<file path="src/rtl/dram_pkg.sv">
// ============================================================================
// Module : dram_pkg
// Brief  : Shared encodings and byte-merge helper for data-RAM read logic.
// Rev    : 1.0 - initial release
// ============================================================================
`default_nettype none

package dram_pkg;

  localparam int unsigned WORD_W = 32;

  localparam logic SEL_A = 1'b1;
  localparam logic SEL_B = 1'b0;

  typedef logic [1:0] lane_t;

  // Replace every enabled byte of word with the matching byte of wdata.
  function automatic logic [WORD_W-1:0] byte_merge(
    input logic [WORD_W-1:0] word,
    input logic [WORD_W-1:0] wdata,
    input logic [3:0]        byte_en
  );
    logic [WORD_W-1:0] res;
    res = word;
    for (int i = 0; i < 4; i++) begin
      if (byte_en[i]) res[i*8 +: 8] = wdata[i*8 +: 8];
    end
    return res;
  endfunction

endpackage

`default_nettype wire

</file>
<file path="src/rtl/rr_arb2.sv">
// ============================================================================
// Module : rr_arb2
// Brief  : Two-input round-robin arbiter; index 0 = port A, index 1 = port B.
// Rev    : 1.0 - initial release
// ============================================================================
`default_nettype none

module rr_arb2
  import dram_pkg::*;
#(
  parameter bit B_FIRST = 1'b0
) (
  input  logic       clk,
  input  logic       rst,
  input  logic       hold,
  input  logic [1:0] req,
  output logic [1:0] grant
);

  logic r_ptr;  // 1 = port B has priority on a tie

  always_comb begin
    grant = 2'b00;
    if (!hold) begin
      if (req == 2'b11) grant[r_ptr] = 1'b1;
      else              grant        = req;
    end
  end

  always_ff @(posedge clk) begin
    if (rst)         r_ptr <= B_FIRST;
    else if (|grant) r_ptr <= grant[0];
  end

endmodule

`default_nettype wire

</file>
<file path="src/rtl/dram_rd_arb.sv">
// ============================================================================
// Module : dram_rd_arb
// Brief  : Round-robin sharing of the data-RAM read port between A and B,
//          with 1-cycle return and same-cycle write forwarding.
// Rev    : 1.0 - initial release
// ============================================================================
`default_nettype none

module dram_rd_arb
  import dram_pkg::*;
#(
  parameter int unsigned XLEN    = 32,
  parameter bit          B_FIRST = 1'b0
) (
  input  logic            clk_i,
  input  logic            rst_i,
  input  logic            hold_i,
  input  logic            a_req_i,
  input  logic [XLEN-1:0] a_addr_i,
  output logic            a_gnt_o,
  output logic            a_rvalid_o,
  output logic [XLEN-1:0] a_rdata_o,
  input  logic            b_req_i,
  input  logic [XLEN-1:0] b_addr_i,
  output logic            b_gnt_o,
  output logic            b_rvalid_o,
  output logic [7:0]      b_rdata_o,
  input  logic            wr_en_i,
  input  logic [XLEN-1:0] wr_addr_i,
  input  logic [XLEN-1:0] wr_data_i,
  input  logic [3:0]      wr_byte_en_i,
  output logic            ram_rd_sel_o,
  output logic [XLEN-1:0] ram_rd_addr_o,
  input  logic [XLEN-1:0] ram_rd_data_i
);

  logic [1:0]      w_grant;
  logic            w_sel;
  logic            w_hit;
  logic [XLEN-1:0] w_merged;
  logic [7:0]      w_byte;
  logic            w_unused_lsb;

  logic            r_sel;
  logic            r_a_pend;
  logic            r_b_pend;
  lane_t           r_lane;
  logic [3:0]      r_fwd_be;
  logic [XLEN-1:0] r_fwd_data;
  logic [XLEN-1:0] r_a_data;
  logic [7:0]      r_b_data;

  // Reset blocks grants so nothing is accepted while the pipeline is cleared.
  rr_arb2 #(
    .B_FIRST (B_FIRST)
  ) u_arb (
    .clk   (clk_i),
    .rst   (rst_i),
    .hold  (hold_i | rst_i),
    .req   ({b_req_i, a_req_i}),
    .grant (w_grant)
  );

  assign a_gnt_o = w_grant[0];
  assign b_gnt_o = w_grant[1];

  always_comb begin
    w_sel = r_sel;
    if (a_gnt_o)      w_sel = SEL_A;
    else if (b_gnt_o) w_sel = SEL_B;
  end

  assign ram_rd_sel_o  = w_sel;
  assign ram_rd_addr_o = (w_sel == SEL_A) ? a_addr_i : b_addr_i;

  // Write landing in the grant cycle is invisible to the RAM read; capture it.
  assign w_hit        = wr_en_i && (wr_addr_i[XLEN-1:2] == ram_rd_addr_o[XLEN-1:2]);
  assign w_unused_lsb = ^wr_addr_i[1:0];

  assign w_merged = byte_merge(ram_rd_data_i, r_fwd_data, r_fwd_be);
  assign w_byte   = w_merged[{r_lane, 3'b000} +: 8];

  assign a_rvalid_o = r_a_pend;
  assign b_rvalid_o = r_b_pend;
  assign a_rdata_o  = r_a_pend ? w_merged : r_a_data;
  assign b_rdata_o  = r_b_pend ? w_byte   : r_b_data;

  always_ff @(posedge clk_i) begin
    if (rst_i) begin
      r_sel      <= SEL_A;
      r_a_pend   <= 1'b0;
      r_b_pend   <= 1'b0;
      r_lane     <= '0;
      r_fwd_be   <= '0;
      r_fwd_data <= '0;
      r_a_data   <= '0;
      r_b_data   <= '0;
    end else begin
      r_sel    <= w_sel;
      r_a_pend <= a_gnt_o;
      r_b_pend <= b_gnt_o;
      if (|w_grant) begin
        r_lane     <= b_addr_i[1:0];
        r_fwd_be   <= w_hit ? wr_byte_en_i : 4'b0000;
        r_fwd_data <= wr_data_i;
      end
      if (r_a_pend) r_a_data <= w_merged;
      if (r_b_pend) r_b_data <= w_byte;
    end
  end

endmodule

`default_nettype wire

</file>
<file path="config.mk">
export PLATFORM = sky130hd
export DESIGN_NAME = dram_rd_arb
export DESIGN_NICKNAME = d
export VERILOG_FILES = /design/src/rtl/dram_pkg.sv /design/src/rtl/rr_arb2.sv /design/src/rtl/dram_rd_arb.sv
export SDC_FILE = /design/constraint.sdc
export NUM_CORES = 1
export LEC_CHECK = 0
export ABC_AREA = 1
export CORE_ASPECT_RATIO = 0.6
export CORE_MARGIN = 2
export CORE_UTILIZATION = 43
export DETAILED_ROUTE_END_ITERATION = 6
export HOLD_SLACK_MARGIN = 0.08
export PLACE_DENSITY = 0.85
export SLEW_MARGIN = 20
export SYNTH_ARGS = -nofsm -noshare
export SYNTH_HDL_FRONTEND = slang
export SYNTH_SLANG_ARGS = --single-unit
</file>
<file path="constraint.sdc">
create_clock -name clk_i -period 6.2 [get_ports clk_i]
set_clock_uncertainty 0.1 [all_clocks]
set_input_delay 1.86 -clock clk_i [delete_from_list [all_inputs] [get_ports clk_i]]
set_output_delay 1.86 -clock clk_i [all_outputs]
set_load 0.02 [all_outputs]
</file>
==> reports/metrics.yaml <==
period_needed_ns: 5.95
ys_types: 24
tns_ns: 0
status: "completed"
synthXorXnorAreaFrac_pct: 0
p_per_area_nw_per_um2: 197
leakage_nw: 3.73
syn-num-nets: 1021
seqPwrFrac_pct: 37.3
via_count: 6167
grt_pass1_vias: 5543
synth_top_family_by_area: "simple AND/OR/NAND/NOR gates"
gr-total-overflow: 0
worst_path_max_delay_cell: "clkdlybuf4s50_1"
hold_class: "flip-flop to flip-flop"
synth_top_cell_area_share_pct: 33.4
cts_tree: "done"
cts_setup_buffers: 0
dpl.cell_count: 1206
regArea_sq_um: 1640
htreeDepth: 3
p_comb_share_pct: 29.2
arrival_ns: 3.99
synthSimpleGateAreaFrac_pct: 45.4
place_ws_ns: 0.290
drtAntennaViolNets: 0
syn_area_sq_um: 4920
synth_common_cells: "nand2_1 (358), nor2_1 (92), dfxtp_1 (82)"
critPathKind: "input port to output pin"
grt_usage_pct: 29.8
maxSlewViolCount: 0
synth_edf_count: 0
max_freq_ghz: 0.168
yosysMostFrequentCell: "nand2_1"
die_x_um: 142
pwr-share-clk_pct: 33.6
fin_crit_sh_pct: 95.9
ys_seq_area_share_pct: 33.4
crit_path_end_kind: "output pin"
synth.area.mux_share_pct: 0
fp-row-count: 30
startpoint_type: "input port"
drive_gt1_share_pct: 3.71
drt_iter0_drc: 575
clkLatencyLatePin_ns: 0.34
antenna_found_initial: 0
port_buffers: 244
p_int_mw: 1.06
io_pins: 247
rsz0062_at_grt: "no"
drc: 0
grt_pass1_wl_um: 28500
layout.cells.non_filler: 1222
ctsRootBufferMaster: "clkbuf_16"
area_delta_synth_final_pct: 56.9
die_y_um: 86.9
wl_per_cell_um: 15.0
hpwl_um: 14600
start_util_pct: 43.9
critPathMaxFanout: 13
yosysTopAreaCell: "dfxtp_1"
grt_start_max_net_pins: 47
switchingPower_mw: 0.466
place.gp.congestion: 0.972
yosysWarningCount: 0
post_cts_resize_count: 0
synthArstFlopShare_pct: 0
numCtsBuffers: 9
yosys_most_used_dff: "dfxtp_1"
dieArea_sq_um: 12300
multiInputGateArea_sq_um: 2780
final_net_count: 1243
vias_per_cell: 5.05
fin_ws_ns: 0.253
max_stage_delay_ns: 0.60
whs_ns: 0.374
synth_area_leaders: "dfxtp_1 (33%), nand2_1 (27%), nor2_1 (7.0%)"
tightest_slew_ns: 0.952
setup_viol: 0
finalHoldViolCount: 0
synth_adder_area_share_pct: 0
core_sq_um: 11200
path_cells: "clkdlybuf4s50_1 -> a21boi_1 -> nand2_2 -> nand2_2 -> inv_1 -> nand2_1 -> nand2_1 -> inv_1 -> clkdlybuf4s50_1"
drt-pass1-iter-count: 5
ir_drop_v: 0.000148
synthCells: 851
ys_ff_latch: 82
maxCapViolCount: 0
cp.required_ns: 4.24
diodes: 0
maxSlewHeadroom_pct: 36.1
avgSynthCellArea_sq_um: 5.78
synth_compound_area_share_pct: 11.1
path_clk_slew_ns: 0.06
netSwitchingFraction_pct: 30.5
fill_cells: 1002
hold_buffers: 0
fin_total_pwr_mw: 1.52
wl_um: 18300
cts_buffer_depth: 2
cts.sinks: 82
==> power by group through the flow <==
stage	Sequential (mW)	Combinational, mW	Clock [mW]
3_5_place_dp	0.579	0.440	0
2_1_floorplan	0.575	0.211	0
6_report	0.568	0.445	0.511
4_1_cts	0.567	0.443	0.516
3_3_place_gp	0.578	0.435	0
5_1_grt	0.570	0.483	0.538
==> layer usage <==
layer,global-route usage [%],share of wire [%],routed length [um]
met1,45.0,48,8870
met2,42.9,41,7460
met3,6.43,9.3,1700
met4,7.09,1.7,303
met5,0,0,0
==> flip-flops by register name (all words and copies together), names as in the netlist <==
signal	flops
a_rvalid_o	1
u_arb.r_ptr	1
r_a_data	32
b_rvalid_o	1
r_fwd_data	32
r_b_data	8
r_sel	1
r_lane	2
r_fwd_be	4
==> final timing paths <==
path                 from           endpoint  slack, ns  cells after the start
min reg2reg  r_a_data[11]       r_a_data[11]       0.37                      2
min          r_a_data[11]       r_a_data[11]       0.37                      2
max               a_req_i  ram_rd_addr_o[24]       0.25                      9
max reg2reg   u_arb.r_ptr     r_fwd_data[24]       3.69                      8
==> final cells by class <==
class | count | area share [%]
Timing Repair Buffer | 252 | 32.8
Inverter | 79 | 3.84
Sequential cell | 82 | 21.3
Multi-Input combinational cell | 649 | 36.0
Clock buffer | 10 | 3.09
Clock inverter | 6 | 0.648
Tap cell | 144 | 2.33
==> per-stage QoR <==
| stage | utilization, % | instance area [sq um] |
|---|---|---|
| 2_1_floorplan | - | 4920 |
| 3_3_place_gp | 66.3 | 7440 |
| 3_5_place_dp | 66.3 | 7440 |
| 4_1_cts | 68.8 | 7720 |
| 5_1_grt | 68.8 | 7720 |
| 6_report | 68.8 | 7720 |
==> layout by cell type, fill, tap and decap left out, types with 2 or more instances in the layout <==
master             n
clkinv_1           4
clkdlybuf4s50_1  243
dfxtp_1           82
clkinv_4           2
buf_12             3
o21ai_0           50
o22ai_1            8
nand3_2            6
inv_1             75
nand4_1            2
nor2_2             2
buf_4              5
a21oi_1           46
clkbuf_16          9
nand3b_1           9
nor2_1            92
nand2_2            5
nand3_1           67
nand2_1          358
==> worst max-delay path: cells and delay by family <==
family / cells / cell delay [ns]
buffers and inverters: 4 / 1.35
and+or+nand+nor: 4 / 0.56
AOI/OAI and AO/OA: 1 / 0.20
==> logic make-up (layout without fill, tap and decap cells) <==
| group | count (synthesis) | in the layout |
|---|---|---|
| AO/OA/AOI/OAI | 106 | 106 |
| flip-flops | 82 | 82 |
| buffers and inverters | 120 | 347 |
| AND/OR/NAND/NOR | 543 | 543 |
Power figures use the tool's default switching activity.
